### src/rtl/scan_pkg.sv
// rtl/scan_pkg.sv - shared types and constants for the register-file scan controller
package scan_pkg;

  localparam int IDX_W          = 5;
  localparam int TIMER_W        = 8;
  localparam int DEF_NUM_REGS   = 32;
  localparam int DEF_DRAIN      = 4;
  localparam int DEF_SETTLE     = 1;

  typedef enum logic [2:0] {
    ST_IDLE,
    ST_DRAIN,
    ST_SETTLE,
    ST_PRESENT,
    ST_DONE
  } scan_state_t;

endpackage

### src/rtl/regfile_scan_ctrl_if.sv
// rtl/regfile_scan_ctrl_if.sv - register dump beat stream (valid/ready)
interface regfile_scan_ctrl_if
  import scan_pkg::*;
  ();

  logic             out_valid;
  logic             out_ready;
  logic [IDX_W-1:0] out_index;
  logic [31:0]      out_data;

  modport master (output out_valid, output out_index, output out_data, input out_ready);
  modport slave  (input out_valid, input out_index, input out_data, output out_ready);

endinterface

### src/rtl/scan_timer.sv
// rtl/scan_timer.sv - loadable down-counter; a load of N keeps expired low for N-1 cycles
module scan_timer
  import scan_pkg::*;
(
  input  logic               clock,
  input  logic               reset,
  input  logic               load,
  input  logic [TIMER_W-1:0] load_value,
  output logic               expired
);

  logic [TIMER_W-1:0] count;

  // A load of 0 behaves like 1 so the owning state always lasts at least one cycle.
  always_ff @(posedge clock or negedge reset) begin
    if (!reset) begin
      count <= '0;
    end else if (load) begin
      count <= (load_value == '0) ? '0 : load_value - 1'b1;
    end else if (count != '0) begin
      count <= count - 1'b1;
    end
  end

  assign expired = (count == '0);

endmodule

### src/rtl/regfile_scan_ctrl.sv
// rtl/regfile_scan_ctrl.sv - freezes the core and streams every register out; SCAN_CHECKSUM_EN adds a running sum
module regfile_scan_ctrl
  import scan_pkg::*;
#(
  parameter int NUM_REGS      = DEF_NUM_REGS,
  parameter int DRAIN_CYCLES  = DEF_DRAIN,
  parameter int SETTLE_CYCLES = DEF_SETTLE
) (
  input  logic             clock,
  input  logic             reset,
  input  logic             start,
  input  logic             abort,
  input  logic [IDX_W-1:0] cpu_rs1,
  output logic [IDX_W-1:0] regfile_rs1,
  input  logic [31:0]      regfile_dataA,
  input  logic             cpu_rwe,
  output logic             rwe_out,
  output logic             cpu_stall,
  output logic             busy,
  output logic             done,
  regfile_scan_ctrl_if.master out_bus,
  output logic [31:0]      checksum
);

  localparam logic [TIMER_W-1:0] DRAIN_LOAD  = TIMER_W'(DRAIN_CYCLES);
  localparam logic [TIMER_W-1:0] SETTLE_LOAD = TIMER_W'(SETTLE_CYCLES);
  localparam logic [IDX_W-1:0]   LAST_IDX    = IDX_W'(NUM_REGS - 1);

  scan_state_t        state, state_nx;
  logic [IDX_W-1:0]   index;
  logic [IDX_W-1:0]   beat_index;
  logic [31:0]        beat_data;
  logic               timer_load;
  logic [TIMER_W-1:0] timer_value;
  logic               timer_expired;
  logic               xfer;
  logic               scan_start;
  logic               owns_port;

  scan_timer u_timer (
    .clock      (clock),
    .reset      (reset),
    .load       (timer_load),
    .load_value (timer_value),
    .expired    (timer_expired)
  );

  assign xfer       = (state == ST_PRESENT) && out_bus.out_ready;
  assign scan_start = (state == ST_IDLE) && start && !abort;

  always_comb begin
    state_nx    = state;
    timer_load  = 1'b0;
    timer_value = '0;
    case (state)
      ST_IDLE: begin
        if (start) begin
          state_nx    = ST_DRAIN;
          timer_load  = 1'b1;
          timer_value = DRAIN_LOAD;
        end
      end
      ST_DRAIN: begin
        if (timer_expired) begin
          state_nx    = ST_SETTLE;
          timer_load  = 1'b1;
          timer_value = SETTLE_LOAD;
        end
      end
      ST_SETTLE: begin
        if (timer_expired) state_nx = ST_PRESENT;
      end
      ST_PRESENT: begin
        if (xfer) begin
          if (index == LAST_IDX) begin
            state_nx = ST_DONE;
          end else begin
            state_nx    = ST_SETTLE;
            timer_load  = 1'b1;
            timer_value = SETTLE_LOAD;
          end
        end
      end
      ST_DONE: state_nx = ST_IDLE;
      default: state_nx = ST_IDLE;
    endcase
    if (abort) state_nx = ST_IDLE;
  end

  always_ff @(posedge clock or negedge reset) begin
    if (!reset) begin
      state      <= ST_IDLE;
      index      <= '0;
      beat_index <= '0;
      beat_data  <= '0;
    end else begin
      state <= state_nx;
      if (scan_start) index <= '0;
      if ((state == ST_SETTLE) && timer_expired) begin
        beat_data  <= regfile_dataA;
        beat_index <= index;
      end
      if (xfer && (index != LAST_IDX)) index <= index + 1'b1;
    end
  end

  // Read port A and the write enable belong to the scanner only while it is reading.
  assign owns_port   = (state == ST_SETTLE) || (state == ST_PRESENT);
  assign regfile_rs1 = owns_port ? index : cpu_rs1;
  assign rwe_out     = owns_port ? 1'b0 : cpu_rwe;

  assign busy              = (state != ST_IDLE);
  assign cpu_stall         = busy;
  assign done              = (state == ST_DONE);
  assign out_bus.out_valid = (state == ST_PRESENT);
  assign out_bus.out_index = beat_index;
  assign out_bus.out_data  = beat_data;

`ifdef SCAN_CHECKSUM_EN
  logic [31:0] sum_q;

  always_ff @(posedge clock or negedge reset) begin
    if (!reset) begin
      sum_q <= '0;
    end else if (scan_start) begin
      sum_q <= '0;
    end else if (xfer) begin
      sum_q <= sum_q + beat_data;
    end
  end

  assign checksum = sum_q;
`else
  assign checksum = '0;
`endif

endmodule

### src/flat_wrapper.sv
// flat-port wrapper written by rule: the top's interface ports become plain ports
module regfile_scan_ctrl_flat import scan_pkg::*;
#(
  parameter int NUM_REGS      = DEF_NUM_REGS,
  parameter int DRAIN_CYCLES  = DEF_DRAIN,
  parameter int SETTLE_CYCLES = DEF_SETTLE
)
  (clock, reset, start, abort, cpu_rs1, regfile_rs1, regfile_dataA, cpu_rwe, rwe_out, cpu_stall, busy, done, checksum, out_bus_out_valid, out_bus_out_index, out_bus_out_data, out_bus_out_ready);
  regfile_scan_ctrl_if out_bus_i ();
  input  logic clock;
  input  logic reset;
  input  logic start;
  input  logic abort;
  input  logic [IDX_W-1:0] cpu_rs1;
  output logic [IDX_W-1:0] regfile_rs1;
  input  logic [31:0] regfile_dataA;
  input  logic cpu_rwe;
  output logic rwe_out;
  output logic cpu_stall;
  output logic busy;
  output logic done;
  output logic [31:0] checksum;
  output wire logic [$bits(out_bus_i.out_valid)-1:0] out_bus_out_valid;
  output wire logic [$bits(out_bus_i.out_index)-1:0] out_bus_out_index;
  output wire logic [$bits(out_bus_i.out_data)-1:0] out_bus_out_data;
  input wire logic [$bits(out_bus_i.out_ready)-1:0] out_bus_out_ready;
  assign out_bus_out_valid = out_bus_i.out_valid;
  assign out_bus_out_index = out_bus_i.out_index;
  assign out_bus_out_data = out_bus_i.out_data;
  assign out_bus_i.out_ready = out_bus_out_ready;
  regfile_scan_ctrl #(.NUM_REGS(NUM_REGS), .DRAIN_CYCLES(DRAIN_CYCLES), .SETTLE_CYCLES(SETTLE_CYCLES)) u_core (.clock(clock), .reset(reset), .start(start), .abort(abort), .cpu_rs1(cpu_rs1), .regfile_rs1(regfile_rs1), .regfile_dataA(regfile_dataA), .cpu_rwe(cpu_rwe), .rwe_out(rwe_out), .cpu_stall(cpu_stall), .busy(busy), .done(done), .out_bus(out_bus_i), .checksum(checksum));
endmodule
### config.mk
export PLATFORM = sky130hd
export DESIGN_NAME = regfile_scan_ctrl_flat
export DESIGN_NICKNAME = d
export VERILOG_FILES = /design/src/rtl/scan_pkg.sv /design/src/rtl/regfile_scan_ctrl_if.sv /design/src/rtl/scan_timer.sv /design/src/rtl/regfile_scan_ctrl.sv /design/src/flat_wrapper.sv
export SDC_FILE = /design/constraint.sdc
export NUM_CORES = 1
export LEC_CHECK = 0
export CAP_MARGIN = 20
export CORE_UTILIZATION = 40
export CTS_BUF_LIST = sky130_fd_sc_hd__clkbuf_4
export DETAILED_ROUTE_END_ITERATION = 8
export HOLD_SLACK_MARGIN = 0.03
export MAX_ROUTING_LAYER = met4
export PLACE_DENSITY = 0.77
export SLEW_MARGIN = 20
export SYNTH_ARGS = -nofsm -noshare
export SYNTH_HDL_FRONTEND = slang
export SYNTH_SLANG_ARGS = --single-unit
### constraint.sdc
create_clock -name clock -period 4.25 [get_ports clock]
set_input_delay 0.85 -clock clock [delete_from_list [all_inputs] [get_ports clock]]
set_output_delay 0.85 -clock clock [all_outputs]
set_load 0.005 [all_outputs]
## Word level (Yosys, flattened, before mapping)

Index checks and enable logic that the tools add are counted.

| storage, ports and cells | value |
|---|---|
| input bits | 43 |
| output and inout port bits | 79 |
| word-level logic and storage cells | 57 |
| register bits after elaboration | 53 |

| operators by class | value |
|---|---|
| add/sub/neg operators | 3 |
| reduce and logical (&&, ||, !) cells | 15 |
| mux-type cells | 24 |
| equality and inequality tests | 10 |

Operators by type and width:

| kind | count |
|---|---|
| $mux 8 | 4 |
| $pmux 8 s3 | 1 |
| $mux 3 | 7 |
| $logic_not 8->1 | 2 |
| $sub 8x1->8 const B | 2 |
| $mux 5 | 3 |
| $pmux 3 s4 | 1 |
| $ne 3x2->1 const B | 3 |
| $reduce_bool 8->1 | 1 |
| $mux 1 | 7 |
| $eq 3x2->1 const B | 2 |
| $add 5x1->5 const B | 1 |
| $eq 5x5->1 const B | 1 |
| $logic_and 1x1->1 | 5 |
| $ne 5x5->1 const B | 1 |
| $reduce_and 4->1 | 1 |
| $reduce_bool 2->1 | 2 |
| $eq 3x1->1 const B | 1 |
| $eq 3x3->1 const B | 1 |
| $logic_not 3->1 | 1 |
| $ne 3x3->1 const B | 1 |
| $pmux 1 s3 | 1 |
| $reduce_bool 3->1 | 1 |
| $logic_not 1->1 | 1 |
| $logic_or 1x1->1 | 1 |

## Longest topological paths before layout

Gate-level depths: netlist (run 1).

| logic depth | value |
|---|---|
| word-level depth | 7 |
| mapped depth | 8 |
| gate-level depth less buffers | 6 |

## Modules after synthesis

A second synthesis (run 1) with hierarchy kept.

| second synthesis, totals | value |
|---|---|
| cells, all modules | 238 |
| area, all modules | 2,826.5 µm² |

Modules (own cells, without submodules):

| module | sequential area each (µm²) | cells each | area each (µm²) | instances |
|---|---|---|---|---|
| regfile_scan_ctrl | 1,126.1 | 172 | 2,194.6 | 1 |
| scan_timer | 200.2 | 66 | 631.9 | 1 |

## Worst setup path after synthesis (run 1)

Ideal clock, no wire load.

| timing | value |
|---|---|
| kind | register to register |
| start point | register u_core.u_timer.count[0] |
| end point | register u_core.beat_data[0] (netlist: u_core.out_bus.out_data[0]) |
| path buffers | 2 |
| arrival | 1.966 ns |
| setup time | 0.125 ns |
| data required time | 4.125 ns |
| stages on the path, launching flop included | 9 |
| clock period less this slack | 2.091 ns |
| setup slack | 2.159 ns |
| cells stage by stage | dfrtp_1 -> inv_1 -> ha_1 -> nor4b_4 -> nand2_2 -> or3_1 -> buf_6 -> buf_12 -> mux2_4 |

| between the ends | value |
|---|---|
| cells in the longest elaborated chain, start to end | 2 |

Ends and longest elaborated chain:

| element | RTL line | text |
|---|---|---|
| start, declared | scan_timer.sv:12 | `logic [TIMER_W-1:0] count;` |
| start signal, assigned | scan_timer.sv:19 | `count <= (load_value == '0) ? '0 : load_value - 1'b1;` |
| start signal, assigned | scan_timer.sv:21 | `count <= count - 1'b1;` |
| $logic_not 8->1 | scan_timer.sv:25 | `assign expired = (count == '0);` |
| $logic_and 1x1->1 | regfile_scan_ctrl.sv:99 | `if ((state == ST_SETTLE) && timer_expired) begin` |
| end signal, assigned | regfile_scan_ctrl.sv:100 | `beat_data <= regfile_dataA;` |
| end, declared | regfile_scan_ctrl.sv:32 | `logic [31:0] beat_data;` |

No other way between the ends.
A chain may end at the register's enable or synchronous reset.

## Final worst setup path (run 1)

| timing | value |
|---|---|
| start point | register u_core.state[2] |
| end point | output port regfile_rs1[1] |

| between the ends | value |
|---|---|
| cells in the longest elaborated chain, start to end | 3 |
| elaborated cells on any way between the ends | 4 |
| those cells by class | eq/ne (2); mux (1); reduce/logical (1) |

Ends and longest elaborated chain:

| element | RTL line | text |
|---|---|---|
| start, declared | regfile_scan_ctrl.sv:29 | `scan_state_t state, state_nx;` |
| start signal, assigned | regfile_scan_ctrl.sv:97 | `state <= state_nx;` |
| $eq 3x2->1 | regfile_scan_ctrl.sv:108 | `assign owns_port = (state == ST_SETTLE) \|\| (state == ST_PRESENT);` |
| $logic_or 1x1->1 (*) | regfile_scan_ctrl.sv:108 |  |
| $mux 5 (*) | regfile_scan_ctrl.sv:109 | `assign regfile_rs1 = owns_port ? index : cpu_rs1;` |
| end, declared | flat_wrapper.sv:15 | `output logic [IDX_W-1:0] regfile_rs1;` |

Every way passes the cells marked *; elsewhere a longest branch is shown, timed or not.

==> results of run 1 <==
-- how the worst min path moves through the flow --
stage,startpoint,end,depth (start not counted)
3_5_place_dp,u_core.out_bus.out_data[31],u_core.out_bus.out_data[31],1
2_1_floorplan,u_core.state[2],u_core.state[1],1
6_report,reset,u_core.out_bus.out_data[13],1
4_1_cts,reset,u_core.out_bus.out_data[13],1
5_1_grt,reset,u_core.out_bus.out_data[13],1
3_3_place_gp,u_core.out_bus.out_data[4],u_core.out_bus.out_data[4],1
-- state kept, by name, summed over array words and instances (netlist names) --
register and flops:
u_core.out_bus.out_data 32, u_core.index 5, u_core.u_timer.count 8, u_core.state 3
u_core.out_bus.out_index 5
-- final cells by class --
| type | count | share of cell area |
|---|---|---|
| clock buffer | 5 | 0.0104 |
| clock inverter | 3 | 0.00728 |
| inverter | 7 | 0.00728 |
| multi-input combinational | 151 | 0.333 |
| sequential | 53 | 0.368 |
| tap | 77 | 0.0267 |
| timing repair buffer | 90 | 0.248 |
-- placed cells by master (no fill, tap or decap), drive strengths merged, types with 2 or more instances in the layout --
cell type | synthesis | routed
a21oi | 6 | 6
a31oi | 3 | 3
buf | 38 | 2
clkbuf | 3 | 5
clkdlybuf4s50 | 0 | 88
clkinvlp | 0 | 2
conb | 1 | 32
dfrtp | 53 | 53
ha | 4 | 4
inv | 7 | 8
mux2 | 41 | 41
nand2 | 11 | 11
nand2b | 2 | 2
nand3 | 5 | 5
nor2 | 6 | 6
nor3 | 7 | 7
nor3b | 2 | 2
nor4 | 2 | 2
nor4b | 2 | 2
o21ai | 4 | 4
or3 | 5 | 5
xnor2 | 5 | 5
-- power by group through the flow --
| stage | logic [mW] | clock network, mW | registers (mW) |
|---|---|---|---|
| after floorplan | 0.302 | 0 | 0.702 |
| after global placement | 0.541 | 0 | 0.706 |
| after detailed placement | 0.551 | 0 | 0.712 |
| after CTS | 0.554 | 0.255 | 0.702 |
| after global routing | 0.600 | 0.279 | 0.718 |
| final | 0.550 | 0.244 | 0.702 |
-- metal layers --
metal,up-vias,wire length [um]
li1,870,-
met1,884,2400
met2,77,2610
met3,4,371
met4,0,31
met5,-,0
-- logic make-up after synthesis --
kind of cell / Yosys count / synth area share
other: 1 / 0.00135
flip-flops: 53 / 0.479
AND/OR/NAND/NOR: 48 / 0.0999
buffers and inverters: 48 / 0.131
adder cells (fa/ha/maj): 4 / 0.0181
multiplexers: 42 / 0.211
XOR/XNOR: 5 / 0.0158
AO/OA/AOI/OAI: 20 / 0.0439
-- stage by stage --
stage / cell area, um^2 / worst slack (ps) / cells / util / hold WS [ps]
5_1_grt: 3610 / 1120 / 386 / 0.552 / 439
4_1_cts: 3600 / 1230 / 386 / 0.552 / 434
2_1_floorplan: 2880 / 2160 / 252 / - / 496
6_report: 3610 / 1230 / 386 / 0.552 / 430
3_3_place_gp: 3540 / 1430 / 378 / 0.542 / 485
3_5_place_dp: 3540 / 1430 / 378 / 0.542 / 491
==> results.sh, run 1 <==
export IMPL_cts_sinks=53
export IMPL_p_leak_nw=1.69
export IMPL_wl_um=5410
export IMPL_reg2reg_slack_ps=1800
export IMPL_p_int_mw=1.04
export IMPL_crit_end="regfile_rs1[1]"
export IMPL_cts_resized_gates=0
export IMPL_wl_per_cell_um=14.0
export IMPL_setup_tns_ps=0
export IMPL_crit_cells=3
export IMPL_grt_max_degree=38
export IMPL_cts_root_buf="clkbuf_4"
export IMPL_drc=0
export IMPL_postCtsHoldBufs=0
export IMPL_synth_edff_count=0
export IMPL_synth_main_ff_cell="dfrtp_1"
export IMPL_antenna_cells=0
export IMPL_cp_required_ps=3400
export IMPL_grt_ovfl_total=0
export IMPL_clkPwrFrac=0.163
export IMPL_synth_warnings=0
export IMPL_syn_inst=221
export IMPL_p_seq_frac=0.469
export IMPL_finalMaxSlewViolations=0
export IMPL_synth_top_area_share=0.479
export IMPL_yosys_area_top_type="dfrtp_1"
export IMPL_clockBufferDepth=2
export IMPL_post_cts_buffers=0
export IMPL_crit_family="flip-flops"
export IMPL_ios=122
export IMPL_cp_startpoint="u_core.state[2]"
export IMPL_first_pass_iters=4
export IMPL_slew_headroom=0.545
export IMPL_drive_gt1_frac=0.184
export IMPL_worstPathMaxFanout=10
export IMPL_dieArea_um2=7260
export IMPL_synth_most_common_cell="dfrtp_1"
export IMPL_drt_iter0_drc=44
export IMPL_cts_htree_levels=2
export IMPL_slowest_delay_ps=490
export IMPL_avgSynthCellArea_um2=12.5
export IMPL_endpoint_kind="output port"
export IMPL_track_usage=0.160
export IMPL_post_dp_hpwl_um=3960
export IMPL_power_density_nw_per_um2=415
export IMPL_rsz0062_at_grt="no"
export IMPL_yosysSeqAreaShare=0.479
export IMPL_status="completed"
export IMPL_arrival_ps=2170
export IMPL_pwr_share_comb=0.368
export IMPL_cts_tree="yes"
export IMPL_antenna_found_initial=0
export IMPL_critPathKind="flop to output port"
export IMPL_worstMarginPinSlew_ps=683
export IMPL_ir_worst_vdd_mv=0.221
export IMPL_via_per_inst=4.75
export IMPL_crit_chain="nand2b_1 -> mux2_2 -> clkdlybuf4s50_1"
export IMPL_fin_nets=355
export IMPL_ys_top_cells_by_area="dfrtp_1 48%, mux2_4 16%, buf_4 9.0%"
export IMPL_r2r_end="u_core.out_bus.out_data[16]"
export IMPL_globalRouteMet3Util=0.0399
export IMPL_clk_pin_slew_worst_paths_ps=170
export IMPL_max_freq_ghz=0.331
export IMPL_vias=1835
export IMPL_initial_core_util=0.424
export IMPL_grt_busiest_layer="met2"
export IMPL_reg2reg_from="u_core.u_timer.count[0]"
export IMPL_synth_area_um2=2770
export IMPL_place_congestion=0.833
export IMPL_p_total_mw=1.50
export IMPL_nFillCells=560
export IMPL_fin_skew_ps=16.0
export IMPL_crit_buf_inv=1
export IMPL_p_sw_frac=0.303
export IMPL_ys_types=41
export IMPL_async_flop_share=1.00
export IMPL_setup_worst_path_start_class="flop"
export IMPL_use_met2=0.258
export IMPL_grt_pass1_vias=1826
export IMPL_portBuffers=89
export IMPL_areaGrowthSynthToFinish_pct=30.3
export IMPL_switching_power_mw=0.453
export IMPL_cts_buffers=5
export IMPL_die_y_um=85.2
export IMPL_ys_seq_elements=53
export IMPL_drtAntennaViolNets=0
export IMPL_holdCritPathClass="primary input to asynchronous set/reset pin"
export IMPL_slowest_stage="dfrtp_1"
export IMPL_multi_input_area_um2=1200
export IMPL_ff2ff_path_depth=6
export IMPL_fp_coreArea_um2=6530
export IMPL_fin_crit_sh=0.711
export IMPL_max_cap_violations=0
export IMPL_hold_violations=0
export IMPL_grt_pass1_wl_um=8970
export IMPL_synth_common_cells="53 x dfrtp_1, 33 x buf_4, 30 x mux2_4"
export IMPL_regArea_um2=1330
export IMPL_setup_viol=0
export IMPL_clkLatencyLatePin_ps=380
export IMPL_fin_crit_ps=3020
export IMPL_fp_row_count=29
export IMPL_die_w_um=85.2
export IMPL_gr_usage_met1=0.206
Power figures use the tool's default switching activity.
==> run 2: changes to the inputs <==
CORE_UTILIZATION = 39   (was 40)
PLACE_DENSITY = 0.78   (was 0.77)
clock period = 2.7 ns   (was 4.25 ns; I/O delays follow)
==> run 2 against run 1 <==
Effect of this change:
- combinational power rose by 60%
- setup slack got worse by 1000 ps
- die area rose by 2.5%
- non-clock buffer count rose by 2
- largest power group unchanged
==> results.sh, run 2 (synthesized netlist as in run 1, its figures left out) <==
export IMPL_vias=1842
export IMPL_reg2reg_from="u_core.u_timer.count[0]"
export IMPL_fp_coreArea_um2=6830
export IMPL_post_cts_buffers=0
export IMPL_clkLatencyLatePin_ps=380
export IMPL_worstPathMaxFanout=29
export IMPL_power_density_nw_per_um2=669
export IMPL_clk_pin_slew_worst_paths_ps=170
export IMPL_multi_input_area_um2=1200
export IMPL_r2r_end="u_core.out_bus.out_data[1]"
export IMPL_status="completed"
export IMPL_regArea_um2=1330
export IMPL_finalMaxSlewViolations=0
export IMPL_grt_pass1_vias=1693
export IMPL_wl_um=5290
export IMPL_fin_skew_ps=17.2
export IMPL_dieArea_um2=7440
export IMPL_via_per_inst=4.53
export IMPL_portBuffers=89
export IMPL_drive_gt1_frac=0.193
export IMPL_dp_slack_ps=200
export IMPL_ff2ff_path_depth=7
export IMPL_grt_max_degree=54
export IMPL_antenna_cells=0
export IMPL_holdWs_ps=240
export IMPL_track_usage=0.144
export IMPL_clockBufferDepth=2
export IMPL_cts_tree="yes"
export IMPL_cts_root_buf="clkbuf_4"
export IMPL_hold_violations=0
export IMPL_worstMarginPinSlew_ps=667
export IMPL_holdCritPathClass="primary input to asynchronous set/reset pin"
export IMPL_die_w_um=86.2
export IMPL_p_leak_nw=1.72
export IMPL_slowest_delay_ps=610
export IMPL_max_cap_violations=0
export IMPL_die_y_um=86.2
export IMPL_max_freq_ghz=0.398
export IMPL_grt_pass1_wl_um=8140
export IMPL_worst_slack_ps=185
export IMPL_arrival_ps=2790
export IMPL_cts_resized_gates=0
export IMPL_final_cell_mix="88 x clkdlybuf4s50_1, 53 x dfrtp_1, 32 x conb_1"
export IMPL_grt_ovfl_total=0
export IMPL_wl_per_cell_um=13.0
export IMPL_endpoint_kind="flop"
export IMPL_areaGrowthSynthToFinish_pct=33.0
export IMPL_drtAntennaViolNets=0
export IMPL_ir_worst_vdd_mv=0.246
export IMPL_fin_crit_ps=2510
export IMPL_antenna_found_initial=0
export IMPL_fin_nets=357
export IMPL_critPathKind="flop to flop"
export IMPL_nFillCells=611
export IMPL_slowest_stage="or3_2"
export IMPL_reg2reg_slack_ps=190
export IMPL_setup_worst_path_start_class="flop"
export IMPL_largest_reg_flops=32
export IMPL_cts_htree_levels=2
export IMPL_drc=0
export IMPL_postCtsHoldBufs=0
export IMPL_fin_util=0.539
export IMPL_initial_core_util=0.405
export IMPL_cts_sinks=53
export IMPL_fp_row_count=30
export IMPL_p_total_mw=2.46
export IMPL_fin_crit_sh=0.931
export IMPL_ios=122
export IMPL_first_pass_iters=4
export IMPL_drt_iter0_drc=73
export IMPL_setup_tns_ps=0
export IMPL_setup_viol=0
export IMPL_post_dp_hpwl_um=3750
export IMPL_rsz0062_at_grt="no"
export IMPL_slew_headroom=0.555
export IMPL_layout_commonest_cell="clkdlybuf4s50_1"
export IMPL_cp_required_ps=2970
export IMPL_cts_buffers=5
export IMPL_place_congestion=0.841
export IMPL_crit_chain="inv_1 -> ha_1 -> nor4b_4 -> nand2_2 -> or3_2 -> buf_12 -> mux2_4"
[run 2: cell count changes in the layout (fill, tap and decap cells not counted), sizes merged]
cell,change
buf,+2
bufinv,+1
clkinv,+1
clkinvlp,-2
[run 2: final cells by class]
cell class	count	share of cell area
clock inverter	3	0.0136
clock buffer	5	0.0102
inverter	7	0.00714
sequential	53	0.360
timing repair buffer	92	0.250
tap	96	0.0326
multi-input combinational	151	0.326
[run 2: routing by layer]
metal / vias to the layer above / global-route usage / part of all wire / routed length [um]
li1: 876 / - / - / -
met3: 4 / 0.0371 / 0.069 / 363
met5: - / - / 0 / 0
met1: 884 / 0.186 / 0.44 / 2320
met4: 0 / 0.0333 / 0.0055 / 29
met2: 78 / 0.227 / 0.49 / 2580
[run 2: how the worst max path moves through the flow]
stage          cells after the start                     endpoint               startpoint  slack (ps)
4_1_cts                            3               regfile_rs1[1]          u_core.state[2]          50
6_report                           7   u_core.out_bus.out_data[1]  u_core.u_timer.count[0]         190
5_1_grt                            7  u_core.out_bus.out_data[11]  u_core.u_timer.count[0]          40
2_1_floorplan                      8   u_core.out_bus.out_data[0]  u_core.u_timer.count[0]         610
3_3_place_gp                       7  u_core.out_bus.out_data[11]  u_core.u_timer.count[0]         280
3_5_place_dp                       7  u_core.out_bus.out_data[25]  u_core.u_timer.count[0]         200
[run 2: report_power, final]
part / internal [mW] / total (mW) / switching, mW
clock network: 0.203 / 0.470 / 0.267
registers: 0.968 / 1.11 / 0.144
logic: 0.578 / 0.879 / 0.301
total: 1.75 / 2.46 / 0.713
[run 2: worst max-delay path, delay by kind of cell, from the launching register on]
kind                     cells  cell delay (ps)
buffers and inverters        2              370
AND/OR/NAND/NOR              3             1080
multiplexers                 1              310
flip-flops                   1              440
adder cells (fa/ha/maj)      1              200
[run 2: per-stage QoR]
step	instances	cell area, um^2
after CTS	407	3680
after detailed placement	399	3590
after global routing	407	3680
after floorplan	252	2880
final	407	3680
after global placement	399	3590
==> run 3: changes to the inputs <==
CELL_PAD_IN_SITES_DETAIL_PLACEMENT = 1   (was not set)
CELL_PAD_IN_SITES_GLOBAL_PLACEMENT = 1   (was not set)
CORE_UTILIZATION = 36   (was 39)
PLACE_DENSITY = not set   (was 0.78)
PLACE_DENSITY_LB_ADDON = 0.1   (was not set)
TNS_END_PERCENT = 30   (was not set)
clock period = 3 ns   (was 2.7 ns; I/O delays follow)
==> run 3 against run 2 <==
Effect of this change:
- register-to-register slack improved by 300 ps
- non-clock buffer count did not move
- sequential power fell by 10%
- design area fell by 0.20%
- die area rose by 8.1%
- largest power group unchanged
- via count rose by 2.6%
- clock power fell by 14%
- critical endpoint is now regfile_rs1[1]
- highest routed layer unchanged
- largest cell class unchanged
==> results.sh, run 3 (synthesized netlist as in run 1, its figures left out) <==
export IMPL_critPathKind="flop to output port"
export IMPL_setup_worst_path_start_class="flop"
export IMPL_clockBufferDepth=2
export IMPL_drc=0
export IMPL_clkPwrFrac=0.183
export IMPL_first_pass_iters=4
export IMPL_post_dp_hpwl_um=4430
export IMPL_slew_headroom=0.569
export IMPL_place_congestion=0.773
export IMPL_fin_crit_sh=0.884
export IMPL_p_int_mw=1.58
export IMPL_grt_max_degree=38
export IMPL_wl_per_cell_um=14.5
export IMPL_drive_gt1_frac=0.186
export IMPL_worstPathMaxFanout=10
export IMPL_ios=122
export IMPL_max_freq_ghz=0.377
export IMPL_worstMarginPinSlew_ps=646
export IMPL_fin_skew_ps=6.49
export IMPL_p_seq_frac=0.453
export IMPL_grt_ovfl_total=0
export IMPL_vias=1889
export IMPL_drtAntennaViolNets=0
export IMPL_power_density_nw_per_um2=599
export IMPL_status="completed"
export IMPL_holdCritPathClass="primary input to asynchronous set/reset pin"
export IMPL_grt_pass1_wl_um=9410
export IMPL_cts_buffers=5
export IMPL_die_y_um=89.7
export IMPL_rsz0062_at_grt="no"
export IMPL_die_w_um=89.7
export IMPL_cts_root_buf="clkbuf_4"
export IMPL_finalMaxSlewViolations=0
export IMPL_fp_row_count=31
export IMPL_dp_slack_ps=532
export IMPL_initial_core_util=0.378
export IMPL_arrival_ps=2050
export IMPL_cp_required_ps=2400
export IMPL_nFillCells=800
export IMPL_pwr_share_comb=0.364
export IMPL_antenna_cells=0
export IMPL_endpoint_kind="output port"
export IMPL_ff2ff_path_depth=7
export IMPL_grt_pass1_vias=1826
export IMPL_portBuffers=89
export IMPL_p_sw_frac=0.284
export IMPL_fp_coreArea_um2=7330
export IMPL_clk_pin_slew_worst_paths_ps=150
export IMPL_clkLatencyLatePin_ps=360
export IMPL_largest_reg_flops=32
export IMPL_via_per_inst=4.61
export IMPL_fin_nets=357
export IMPL_cts_resized_gates=0
export IMPL_final_cell_mix="88 x clkdlybuf4s50_1, 53 x dfrtp_1, 32 x conb_1"
export IMPL_max_cap_violations=0
export IMPL_post_cts_buffers=0
export IMPL_fin_crit_ps=2650
export IMPL_worst_slack_ps=348
export IMPL_setup_tns_ps=0
export IMPL_dieArea_um2=8040
export IMPL_switching_power_mw=0.624
export IMPL_drt_iter0_drc=49
export IMPL_areaGrowthSynthToFinish_pct=32.7
export IMPL_reg2reg_slack_ps=490
export IMPL_setup_viol=0
export IMPL_cts_htree_levels=2
export IMPL_cts_sinks=53
export IMPL_p_leak_nw=1.71
export IMPL_postCtsHoldBufs=0
export IMPL_wl_um=5950
export IMPL_ir_worst_vdd_mv=0.198
export IMPL_antenna_found_initial=0
export IMPL_track_usage=0.159
export IMPL_cts_tree="yes"
export IMPL_hold_violations=0
export IMPL_layout_commonest_cell="clkdlybuf4s50_1"
run 3: path summary, 6_finish.rpt:
check,startpoint,endpoint
min in group clock,u_core.out_bus.out_data[6],u_core.out_bus.out_data[6]
min,reset,u_core.out_bus.out_data[31]
min reg2reg,u_core.out_bus.out_data[6],u_core.out_bus.out_data[6]
max,u_core.state[2],regfile_rs1[1]
max in group asynchronous,reset,u_core.out_bus.out_data[10]
max reg2reg,u_core.u_timer.count[0],u_core.out_bus.out_data[1]
run 3: worst max-delay path: stages (launching register included):
cell             delay, ps
dfrtp_1                480
nand2b_1               380
mux2_2                 380
clkdlybuf4s50_1        450
run 3: cell type report:
| class | instances | area, um^2 | area share |
|---|---|---|---|
| Sequential cell | 53 | 1330 | 0.361 |
| Multi-Input combinational cell | 151 | 1200 | 0.326 |
| Timing Repair Buffer | 92 | 921 | 0.251 |
| Tap cell | 99 | 124 | 0.0337 |
| Clock buffer | 6 | 45.0 | 0.0123 |
| Clock inverter | 2 | 33.8 | 0.00920 |
| Inverter | 7 | 26.3 | 0.00715 |
run 3: per-layer routing:
layer / vias to the layer above / wire (um) / GRT usage
met3: 6 / 409 / 0.0320
met1: 929 / 2810 / 0.220
li1: 873 / - / -
met2: 81 / 2650 / 0.234
met4: 0 / 81 / 0.0519
met5: - / 0 / -
run 3: per-stage QoR:
stage | hold WS [ps] | power [mW] | utilization | cells | area (um^2)
CTS | 222 | 2.23 | 0.501 | 410 | 3670
finish | 220 | 2.20 | 0.501 | 410 | 3670
floorplan | 304 | 1.42 | - | 252 | 2880
global route | 231 | 2.36 | 0.501 | 410 | 3670
detailed placement | 493 | 1.82 | 0.490 | 402 | 3590
global placement | 486 | 1.80 | 0.490 | 402 | 3590
run 3: power groups by stage:
stage	Combinational, mW	Clock, mW	Sequential, mW
after floorplan	0.427	0	0.995
final	0.801	0.402	0.997
after global routing	0.883	0.456	1.02
after global placement	0.791	0	1.01
after detailed placement	0.811	0	1.01
after CTS	0.814	0.421	0.999
